### src/rtl/pc_sequencer.sv
// Next-PC controller for the pipelined MIPS fetch stage: sequential fetch, redirects,
// exception/timeout traps, load-use stalls and pipeline flush/stall controls.
module pc_sequencer #(
  parameter logic [31:0] RESET_VECTOR = 32'h0000_0000,
  parameter logic [31:0] EXC_VECTOR   = 32'h8000_0180,
  parameter int          MAX_WAIT     = 15
) (
  input  logic        Clk,
  input  logic        Reset,
  input  logic [31:0] PCResult,
  input  logic        BranchTaken,
  input  logic [31:0] BranchTarget,
  input  logic        Jump,
  input  logic [31:0] JumpTarget,
  input  logic        Exception,
  input  logic        LoadUseHazard,
  input  logic        IMemReady,
  output logic [31:0] PCNext,
  output logic        PCWrite,
  output logic        IFIDWrite,
  output logic        IFIDFlush,
  output logic        IDEXFlush,
  output logic [31:0] EPC,
  output logic        FetchTimeout
);

  localparam int CW = (MAX_WAIT > 1) ? $clog2(MAX_WAIT) : 1;
  localparam logic [CW-1:0] WAIT_LAST = CW'(MAX_WAIT - 1);

  typedef enum logic {RUN, REDIRECT} state_t;

  state_t         state_reg, state_next;
  logic [31:0]    pend_target_reg, pend_target_next;
  logic [CW-1:0]  wait_cnt_reg, wait_cnt_next;
  logic [31:0]    epc_reg;
  logic           fetch_timeout_reg;

  logic [31:0]    pc_plus4;
  logic [31:0]    redirect_target;
  logic [31:0]    pc_next;
  logic           redirect_req;
  logic           watchdog_trap;
  logic           trap;

  assign pc_plus4        = PCResult + 32'd4;
  assign redirect_req    = BranchTaken | Jump;
  assign redirect_target = BranchTaken ? BranchTarget : JumpTarget;
  assign watchdog_trap   = !IMemReady && (wait_cnt_reg == WAIT_LAST);
  assign trap            = Exception | watchdog_trap;

  always_comb begin
    pc_next          = pc_plus4;
    PCWrite          = 1'b0;
    IFIDWrite        = 1'b1;
    IFIDFlush        = 1'b0;
    IDEXFlush        = 1'b0;
    state_next       = state_reg;
    pend_target_next = pend_target_reg;

    if (trap || IMemReady) begin
      wait_cnt_next = '0;
    end else if (wait_cnt_reg != WAIT_LAST) begin
      wait_cnt_next = wait_cnt_reg + 1'b1;
    end else begin
      wait_cnt_next = wait_cnt_reg;
    end

    if (Reset) begin
      pc_next   = RESET_VECTOR;
      IFIDWrite = 1'b0;
      IFIDFlush = 1'b1;
      IDEXFlush = 1'b1;
    end else if (trap) begin
      // The in-flight fetch is aborted, so IMemReady does not gate the PC load.
      pc_next          = EXC_VECTOR;
      PCWrite          = 1'b1;
      IFIDFlush        = 1'b1;
      IDEXFlush        = 1'b1;
      state_next       = RUN;
      pend_target_next = '0;
    end else begin
      unique case (state_reg)
        RUN: begin
          if (redirect_req) begin
            IFIDFlush = 1'b1;
            if (IMemReady) begin
              pc_next = redirect_target;
              PCWrite = 1'b1;
            end else begin
              pend_target_next = redirect_target;
              state_next       = REDIRECT;
            end
          end else if (LoadUseHazard) begin
            IFIDWrite = 1'b0;
            IDEXFlush = 1'b1;
          end else if (!IMemReady) begin
            IFIDWrite = 1'b0;
          end else begin
            PCWrite = 1'b1;
          end
        end
        REDIRECT: begin
          // Anything decoded here is on the wrong path; only the pending target matters.
          pc_next   = pend_target_reg;
          IFIDFlush = 1'b1;
          PCWrite   = IMemReady;
          if (IMemReady) state_next = RUN;
        end
        default: state_next = RUN;
      endcase
    end
  end

  assign PCNext       = {pc_next[31:2], 2'b00};
  assign EPC          = epc_reg;
  assign FetchTimeout = fetch_timeout_reg;

  always_ff @(posedge Clk) begin
    if (Reset) begin
      state_reg         <= RUN;
      pend_target_reg   <= '0;
      wait_cnt_reg      <= '0;
      epc_reg           <= '0;
      fetch_timeout_reg <= 1'b0;
    end else begin
      state_reg         <= state_next;
      pend_target_reg   <= pend_target_next;
      wait_cnt_reg      <= wait_cnt_next;
      fetch_timeout_reg <= watchdog_trap;
      if (trap) epc_reg <= PCResult;
    end
  end

endmodule

### config.mk
export PLATFORM = sky130hd
export DESIGN_NAME = pc_sequencer
export DESIGN_NICKNAME = d
export VERILOG_FILES = /design/src/rtl/pc_sequencer.sv
export SDC_FILE = /design/constraint.sdc
export NUM_CORES = 1
export LEC_CHECK = 0
export ABC_CLOCK_PERIOD_IN_PS = 4000
export BUFFER_PORTS_ARGS = -buffer_cell sky130_fd_sc_hd__buf_4
export CAP_MARGIN = 20
export CORE_ASPECT_RATIO = 1.75
export CORE_MARGIN = 1.5
export CORE_UTILIZATION = 45
export CTS_CLUSTER_DIAMETER = 100
export DETAILED_ROUTE_END_ITERATION = 12
export HOLD_SLACK_MARGIN = 0.05
export PLACE_DENSITY = 0.86
export SLEW_MARGIN = 30
export SYNTH_ARGS = -nofsm -noshare
export SYNTH_HDL_FRONTEND = slang
export SYNTH_SLANG_ARGS = --single-unit
### constraint.sdc
create_clock -name Clk -period 4 [get_ports Clk]
set_clock_uncertainty 0.05 [all_clocks]
set_input_delay 0.2 -clock Clk [delete_from_list [all_inputs] [get_ports Clk]]
set_output_delay 0.2 -clock Clk [all_outputs]
set_load 0.02 [all_outputs]
==> metrics.yaml, run 1 <==
clock_network:
  clock_latency_ns: 0.33
  cts_resized: 0
  numClockSinks: 68
  cts_tree: "built"
  clkTransAtPathRegs_ns: 0.05
  cts_made_buffers: 9
  cts_setup_buffers: 0
  root_buffer: "clkbuf_16"
  clock_path_buffers: 2
  htree_num_levels: 3
  cts_hold_buf: 0
floorplanning:
  die-area_sq_um: 9850
  fp.dieW_um: 75.7
  fp-row-count: 46
  ioPinCount: 172
  start_util_pct: 46.0
  die_y_um: 130
  coreArea_sq_um: 9040
critical_path:
  ff2ff_setup_slack_ns: 1.88
  worstSetupEndpointType: "primary output"
  r2r_cells: 6
  reg2reg_from: "wait_cnt_reg[0]$_SDFFE_PP0P_"
  path_class: "flop to primary output"
  worstPathRequired_ns: 3.75
  cp.arrival_ns: 2.51
  cp-start-kind: "flop"
  rr_endpoint: "pend_target_reg[24]$_SDFFE_PP0P_"
  path_max_fanout: 26
drt:
  drt-initial-drc-count: 522
  drt_wl_total_mm: 12.9
  dr.pass1.iters: 5
  ant_nets: 0
  num_vias: 4494
  via_per_inst: 5.62
  drc: 0
  wire_per_inst_um: 16.1
placed_design:
  dp.cells: 784
  gp_congestion: 0.881
  post-place-ws_ns: 1.61
  numPortBuffers: 165
  hpwlAfterDp_mm: 9.74
timing:
  post-route-min-period_ns: 2.76
  worstMarginPinSlew_ns: 0.797
  finalMaxSlewViolations: 0
  layout_setup_ws_ns: 1.24
  finalSetupTns_ns: 0
  setup_violations: 0
  rsz0062_at_grt: "no"
  fmax_mhz: 363
  maxSlewHeadroom_pct: 46.5
  fin_crit_sh_pct: 68.9
  finalHoldViolCount: 0
logic_synthesis:
  ys.flop_type: "dfxtp_1"
  synth-seq-cells: 68
  synth_top_family_by_area: "simple AND/OR/NAND/NOR gates"
  synth_edf_count: 0
  synth_area_leaders: "dfxtp_1, nand2_1, a21oi_1"
  yosysUniqueCellTypes: 57
  synthMuxAreaShare_pct: 6.98
  yosys.area_share.simple_pct: 24.3
  synthAdderAreaFrac_pct: 0.903
  synth-xor-area-share_pct: 5.06
  synth_area_sq_um: 4160
  async_flop_share_pct: 0
  syn_inst: 533
  syn_avg_cell_area_sq_um: 7.80
  seq_area_frac_synth_pct: 32.7
  synth_compound_area_share_pct: 23.9
  synth_warnings: 0
  yosysTopAreaCellShare_pct: 32.7
  yosysTopAreaCell: "dfxtp_1"
cells_and_area:
  drive_above_1_share_pct: 32.1
  final_cells: 799
  largest_reg_flops: 32
  nNetsFinal: 781
  area_growth_syn_to_layout_pct: 37.0
  utilization_pct: 63.0
  diodes: 0
pwr:
  p_int_w: 0.00139
  p_sw_w: 0.000544
  vdd_ir_drop_max_mv: 0.261
  sw_frac_of_total_pct: 28.2
  p_comb_share_pct: 23.2
  power.density_nw_per_um2: 339
  seqPwrFrac_pct: 37.7
  p_leak_nw: 2.37
  power_frac_clock_pct: 39.1
grt:
  grt_pass1_vias: 4286
  grt-ovfl-total: 0
  grt_max_degree: 42
  grt_pass1_wl_mm: 20.1
  grt_use_total_pct: 26.3
  antenna_found_initial: 0
run_status:
  outcome: "completed"
worst_hold_path:
  whs_path_depth: 3
  min_from: "PCResult[1]"
  hold_path_class: "input port to flop"
  min_to: "EPC[1]$_SDFFE_PP0P_"
job:
  cap_viol_max_count: 0
==> layout by cell type, fill, tap and decap left out, types with 2 or more instances in the layout <==
cell / netlist / layout
nand4_1: 4 / 4
dfxtp_1: 68 / 68
o22ai_1: 4 / 4
and3_1: 2 / 2
a21oi_1: 60 / 60
o21ai_1: 3 / 3
nor4b_1: 2 / 2
nor3_2: 5 / 6
nand4_2: 2 / 2
mux2i_1: 29 / 29
nor4_2: 3 / 3
xor2_1: 2 / 2
a211oi_2: 6 / 6
nand2b_1: 2 / 2
conb_1: 1 / 2
xnor2_1: 22 / 22
and4_1: 4 / 4
a221oi_1: 3 / 3
ha_1: 3 / 3
and4_4: 2 / 2
buf_4: 2 / 174
nand3_1: 22 / 22
clkbuf_8: 2 / 4
clkbuf_16: 0 / 9
nor2_1: 45 / 44
o21ai_0: 24 / 24
nor3_1: 12 / 11
nor4_1: 4 / 4
inv_1: 6 / 6
nand2_1: 84 / 84
nor2b_1: 2 / 2
o31a_2: 3 / 3
a211oi_1: 39 / 39
==> cells by family after synthesis <==
logic type,count (synthesis)
xor+xnor,24
mux,29
simple gates,203
fa+ha+maj,3
flops,68
buf+inv,51
other cells,1
compound gates,154
==> through the flow <==
stage | power, W | instance area, sq um | hold slack [ns]
floorplan | 0.000989 | 4160 | 0.290
global placement | 0.00117 | 5410 | 0.390
detailed placement | 0.00119 | 5410 | 0.395
CTS | 0.00193 | 5690 | 0.0772
global route | 0.00201 | 5690 | 0.0912
finish | 0.00193 | 5690 | 0.0805
==> critical path, stage by stage (launching register included) <==
cell and delay, ns:
dfxtp_1 0.34, inv_1 0.08, ha_1 0.19, nand3_1 0.24
o21ai_4 0.61, buf_4 0.40, o22ai_1 0.15, buf_4 0.17
==> layer usage <==
layer  wire length (um)  global-route usage [%]  up-vias
met5                  0                       0        -
met4                348                    9.45        0
met3                832                    4.63       28
met1               4990                    32.0     2070
li1                   -                       -     2187
met2               6720                    45.3      209
==> cell type report <==
class / instances / area, sq um
Timing Repair Buffer: 174 / 1310
Tap cell: 120 / 150
Sequential cell: 68 / 1360
Fill cell: 757 / 3340
Multi-Input combinational cell: 415 / 2560
Inverter: 7 / 26.3
Clock buffer: 14 / 284
Clock inverter: 1 / 5.00
==> power groups by stage <==
| stage | registers, W | logic (W) | clock network, W |
|---|---|---|---|
| floorplan | 0.000760 | 0.000229 | 0 |
| global placement | 0.000739 | 0.000432 | 0 |
| detailed placement | 0.000741 | 0.000445 | 0 |
| CTS | 0.000727 | 0.000447 | 0.000759 |
| global route | 0.000730 | 0.000486 | 0.000792 |
| finish | 0.000728 | 0.000448 | 0.000755 |
==> worst max-delay path by stage <==
| stage | start | end | slack [ns] |
|---|---|---|---|
| after floorplan | PCResult[2] | PCNext[30] | 2.00 |
| after global placement | wait_cnt_reg[0]$_SDFFE_PP0P_ | PCNext[20] | 1.72 |
| after detailed placement | wait_cnt_reg[0]$_SDFFE_PP0P_ | PCNext[20] | 1.61 |
| after CTS | wait_cnt_reg[0]$_SDFFE_PP0P_ | PCNext[20] | 1.26 |
| after global routing | wait_cnt_reg[0]$_SDFFE_PP0P_ | PCNext[20] | 1.10 |
| final | wait_cnt_reg[0]$_SDFFE_PP0P_ | PCNext[20] | 1.24 |
==> cells in the mapped netlist, types with 2 or more instances <==
master / number
nor2b_1: 2
nor4_2: 3
dfxtp_1: 68
buf_4: 2
and4_1: 4
o22ai_1: 4
nand3_1: 22
o21ai_0: 24
nand2b_1: 2
nor4_1: 4
a21oi_1: 60
and4_4: 2
clkbuf_1: 25
inv_1: 6
and3_1: 2
nand4_1: 4
nor4b_1: 2
clkbuf_8: 2
nor2_1: 45
a211oi_2: 6
buf_2: 10
xor2_1: 2
mux2i_1: 29
a221oi_1: 3
xnor2_1: 22
o21ai_1: 3
o31a_2: 3
nor3_1: 12
a211oi_1: 39
ha_1: 3
buf_6: 3
buf_1: 2
nand4_2: 2
nand2_1: 84
nor3_2: 5
(Power assumes the default switching activity.)
==> run 2: changes to the inputs <==
--- a/config.mk
+++ b/config.mk
@@ -5,7 +5,8 @@
 export SDC_FILE = /design/constraint.sdc
 export NUM_CORES = 1
 export LEC_CHECK = 0
-export ABC_CLOCK_PERIOD_IN_PS = 4000
+export ABC_AREA = 1
+export ABC_CLOCK_PERIOD_IN_PS = 2300
 export BUFFER_PORTS_ARGS = -buffer_cell sky130_fd_sc_hd__buf_4
 export CAP_MARGIN = 20
 export CORE_ASPECT_RATIO = 1.75
@@ -14,7 +15,7 @@
 export CTS_CLUSTER_DIAMETER = 100
 export DETAILED_ROUTE_END_ITERATION = 12
 export HOLD_SLACK_MARGIN = 0.05
-export PLACE_DENSITY = 0.86
+export PLACE_DENSITY = 0.88
 export SLEW_MARGIN = 30
 export SYNTH_ARGS = -nofsm -noshare
 export SYNTH_HDL_FRONTEND = slang
==> constraint.sdc (replaced) <==
create_clock -name Clk -period 2.3 [get_ports Clk]
set_clock_uncertainty 0.05 [all_clocks]
set_input_delay 0.115 -clock Clk [delete_from_list [all_inputs] [get_ports Clk]]
set_output_delay 0.115 -clock Clk [all_outputs]
set_load 0.02 [all_outputs]
==> run 2 against run 1 <==
  * Count of clock-buffer cells in the layout is 4 lower
  * Die area is 4.9% higher
  * Utilization rose by 4.7 points
  * Critical endpoint is now PCNext[9]
  * Largest power group unchanged
==> metrics.yaml, run 2 <==
grt:
  grt_pass1_wl_mm: 24.1  # was 20.1 mm
  grt-ovfl-total: 0  # unchanged
  grt_max_degree: 39  # was 42
  grt_use_total_pct: 29.6  # was 26.3%
  antenna_found_initial: 0  # unchanged
  grt_pass1_vias: 5035  # was 4286
clock_network:
  clock_latency_ns: 0.34  # was 0.33 ns
  clkTransAtPathRegs_ns: 0.05  # about the same
  cts_tree: "built"  # unchanged
  clock_path_buffers: 2  # unchanged
  numClockSinks: 68  # unchanged
  root_buffer: "clkbuf_16"  # unchanged
  htree_num_levels: 3  # unchanged
  cts_made_buffers: 9  # unchanged
placed_design:
  numPortBuffers: 165  # unchanged
  post-place-ws_ns: 0.302  # was 1.61 ns
  hpwlAfterDp_mm: 10.6  # was 9.74 mm
  gp_congestion: 0.943  # was 0.881
  dp.cells: 970  # was 784
logic_synthesis:
  synth_area_leaders: "dfxtp_1, nand2_1, a21oi_1"  # unchanged
  seq_area_frac_synth_pct: 31.2  # was 32.7%
  yosysTopAreaCellShare_pct: 31.2  # was 32.7%
  async_flop_share_pct: 0  # unchanged
  synthTopCellsByCount: "nand2_1, a21oi_1, dfxtp_1"  # was nand2_1, dfxtp_1, a21oi_1
  synth.most_common_cell: "nand2_1"  # unchanged
  ys.flop_type: "dfxtp_1"  # unchanged
  synth_edf_count: 0  # unchanged
  syn_avg_cell_area_sq_um: 6.15  # was 7.80 sq um
  synth-seq-cells: 68  # unchanged
  yosysTopAreaCell: "dfxtp_1"  # unchanged
  syn_inst: 711  # was 533
  yosysUniqueCellTypes: 38  # was 57
  synth_warnings: 0  # unchanged
  synth_area_sq_um: 4370  # was 4160 sq um
floorplanning:
  ioPinCount: 172  # unchanged
  fp-row-count: 47  # was 46
  coreArea_sq_um: 9470  # was 9040 sq um
  die-area_sq_um: 10300  # was 9850 sq um
  die_y_um: 133  # was 130 um
  fp.dieW_um: 77.5  # was 75.7 um
  start_util_pct: 46.1  # was 46.0%
timing:
  finalHoldViolCount: 0  # unchanged
  finalMaxSlewViolations: 0  # unchanged
  fin_crit_sh_pct: 99.0
  post-route-min-period_ns: 2.28
  setup_violations: 0  # unchanged
  fmax_mhz: 439
  layout_setup_ws_ns: 0.0235  # was 1.24 ns
drt:
  wire_per_inst_um: 15.2  # was 16.1 um
  via_per_inst: 5.31  # was 5.62
  met2_wirelength_mm: 8.05  # was 6.72 mm
  highest_layer: "met4"  # unchanged
  dr.pass1.iters: 6  # was 5
  ant_nets: 0  # unchanged
  drt_wl_total_mm: 15.5  # was 12.9 mm
  dr_wl_met3_um: 829  # was 832 um
  drt-initial-drc-count: 426  # was 522
  num_vias: 5406  # was 4494
  wl_met1_mm: 5.71  # was 4.99 mm
  drc: 0  # unchanged
cells_and_area:
  largest_reg_flops: 32  # unchanged
  area_growth_syn_to_layout_pct: 46.8  # was 37.0%
  nNetsFinal: 998  # was 781
  drive_above_1_share_pct: 26.6  # was 32.1%
  final_common_cell: "nand2_1"  # was buf_4
  diodes: 0  # unchanged
  layout_common_cells: "nand2_1, buf_4, a21oi_1, dfxtp_1, nor2_1"  # was buf_4, nand2_1, dfxtp_1, a21oi_1, nor2_1
  final_cells: 1018  # was 799
  utilization_pct: 67.7  # was 63.0%
worst_hold_path:
  min_from: "PCResult[19]"  # was PCResult[1]
  min_to: "EPC[19]$_SDFFE_PP0P_"  # was EPC[1]$_SDFFE_PP0P_
  hold_path_class: "input port to flop"  # unchanged
  whs_path_depth: 3  # unchanged
critical_path:
  rr_endpoint: "EPC[28]$_SDFFE_PP0P_"  # was pend_target_reg[24]$_SDFFE_PP0P_
  path_class: "flop to primary output"  # unchanged
  path_max_fanout: 6  # was 26
  reg2reg_from: "wait_cnt_reg[1]$_SDFFE_PP0P_"  # was wait_cnt_reg[0]$_SDFFE_PP0P_
  r2r_cells: 9  # was 6
  cp.arrival_ns: 2.11  # was 2.51 ns
  cp_slowest_stage_delay_ns: 0.35  # was 0.61 ns
  ff2ff_setup_slack_ns: 0.28  # was 1.88 ns
  cp-start-kind: "flop"  # unchanged
  worst_path_most_repeated_cell: "nand2_4"  # was buf_4
  worstSetupEndpointType: "primary output"  # unchanged
  crit_slowest_cell: "dfxtp_2"  # was o21ai_4
  worstPathRequired_ns: 2.13  # was 3.75 ns
  path_cells: "inv_1, ha_2, nand3_4, inv_4, nand2_4, nand2_4, nor2_4, clkbuf_16, buf_6, nand2_1, nor2_1, buf_4"  # was inv_1, ha_1, nand3_1, o21ai_4, buf_4, o22ai_1, buf_4
pwr:
  power_frac_clock_pct: 42.7  # was 39.1%
  p_int_w: 0.00268  # was 0.00139 W
  power.density_nw_per_um2: 577  # was 339 nW/um^2
  p_sw_w: 0.00102  # was 0.000544 W
  p_leak_nw: 2.95  # was 2.37 nW
  sw_frac_of_total_pct: 27.6  # was 28.2%
  seqPwrFrac_pct: 34.0  # was 37.7%
  p_comb_share_pct: 23.3  # was 23.2%
  vdd_ir_drop_max_mv: 0.458  # was 0.261 mV
run_status:
  outcome: "completed"  # unchanged
job:
  cap_viol_max_count: 0  # unchanged
-- run 2: cell types whose count changed after synthesis, sizes merged, moves of 6 or more --
cell	before	now
nand2	84	274
a21oi	60	105
a211oi	45	11
mux2i	29	0
inv	6	32
nor2	45	68
xnor2	22	7
nand3	23	36
nor3	17	4
nor4	7	0
and4	6	0
o21ai	28	34
-- run 2: cell families (layout without fill, tap and decap cells) --
family / count (synthesis) / after routing / share of synthesized area (%)
DFF: 68 / 68 / 31.2
adders and majority gates: 3 / 3 / 0.859
AOI/OAI and AO/OA: 160 / 160 / 19.9
xor gates and xnor gates: 12 / 12 / 2.41
and+or+nand+nor: 392 / 392 / 37.9
other: 1 / 2 / 0.0858
buffers and inverters: 75 / 259 / 7.67
-- run 2: layer usage --
| metal | vias to the layer above | GRT usage (%) |
|---|---|---|
| li1 | 2665 | - |
| met1 | 2420 | 32.8 |
| met2 | 261 | 51.3 |
| met3 | 60 | 3.84 |
| met4 | 0 | 20.6 |
| met5 | - | 0 |
-- run 2: cell type report --
cell class	count	area, sq um
Clock buffer	10	239
Clock inverter	5	100
Fill cell	842	3050
Inverter	32	126
Multi-Input combinational cell	569	2730
Sequential cell	68	1360
Tap cell	122	153
Timing Repair Buffer	212	1700
-- run 2: power by group through the flow --
stage                     combinational (W)  sequential, W  clock (W)
final                              0.000862        0.00126    0.00158
after global routing               0.000934        0.00126    0.00164
after CTS                          0.000834        0.00126    0.00159
after detailed placement           0.000783        0.00128          0
after global placement             0.000776        0.00128          0
after floorplan                    0.000401        0.00132          0
-- run 2: critical path: cells and delay by family, from the launching register on --
family | cells | cell delay [ns]
buffers and inverters | 5 | 0.60
adders and majority gates | 1 | 0.21
DFF | 1 | 0.35
and+or+nand+nor | 6 | 0.61
-- run 2: per-stage QoR --
step / cell area [sq um] / setup TNS [ns] / hold slack [ns] / power, W
6_report: 6410 / 0 / 0.0615 / 0.00370
5_1_grt: 6410 / -0.444 / 0.0663 / 0.00384
4_1_cts: 6310 / 0 / 0.0567 / 0.00368
3_5_place_dp: 5660 / 0 / 0.336 / 0.00206
3_3_place_gp: 5660 / 0 / 0.333 / 0.00206
2_1_floorplan: 4370 / 0 / 0.212 / 0.00172
-- run 2: how the worst max path moves through the flow --
stage | start | end | slack [ns] | cells after the start
6_report | wait_cnt_reg[0]$_SDFFE_PP0P_ | PCNext[9] | 0.02 | 12
5_1_grt | wait_cnt_reg[0]$_SDFFE_PP0P_ | PCNext[12] | -0.04 | 11
4_1_cts | wait_cnt_reg[0]$_SDFFE_PP0P_ | PCNext[13] | 0.03 | 12
3_5_place_dp | wait_cnt_reg[0]$_SDFFE_PP0P_ | PCNext[13] | 0.30 | 12
3_3_place_gp | wait_cnt_reg[0]$_SDFFE_PP0P_ | PCNext[13] | 0.35 | 12
2_1_floorplan | wait_cnt_reg[0]$_SDFFE_PP0P_ | PCNext[19] | 0.43 | 11
-- run 2: what timing repair did --
item / in CTS / in global routing
gates resized for setup: 6 / 20
setup buffers: 0 / 2
pin swaps: 0 / 2
cloned: 1 / 1
hold buffers: 29 / 0
endpoints found under the hold margin: 29 / 0
setup endpoints to repair: 11 / 30
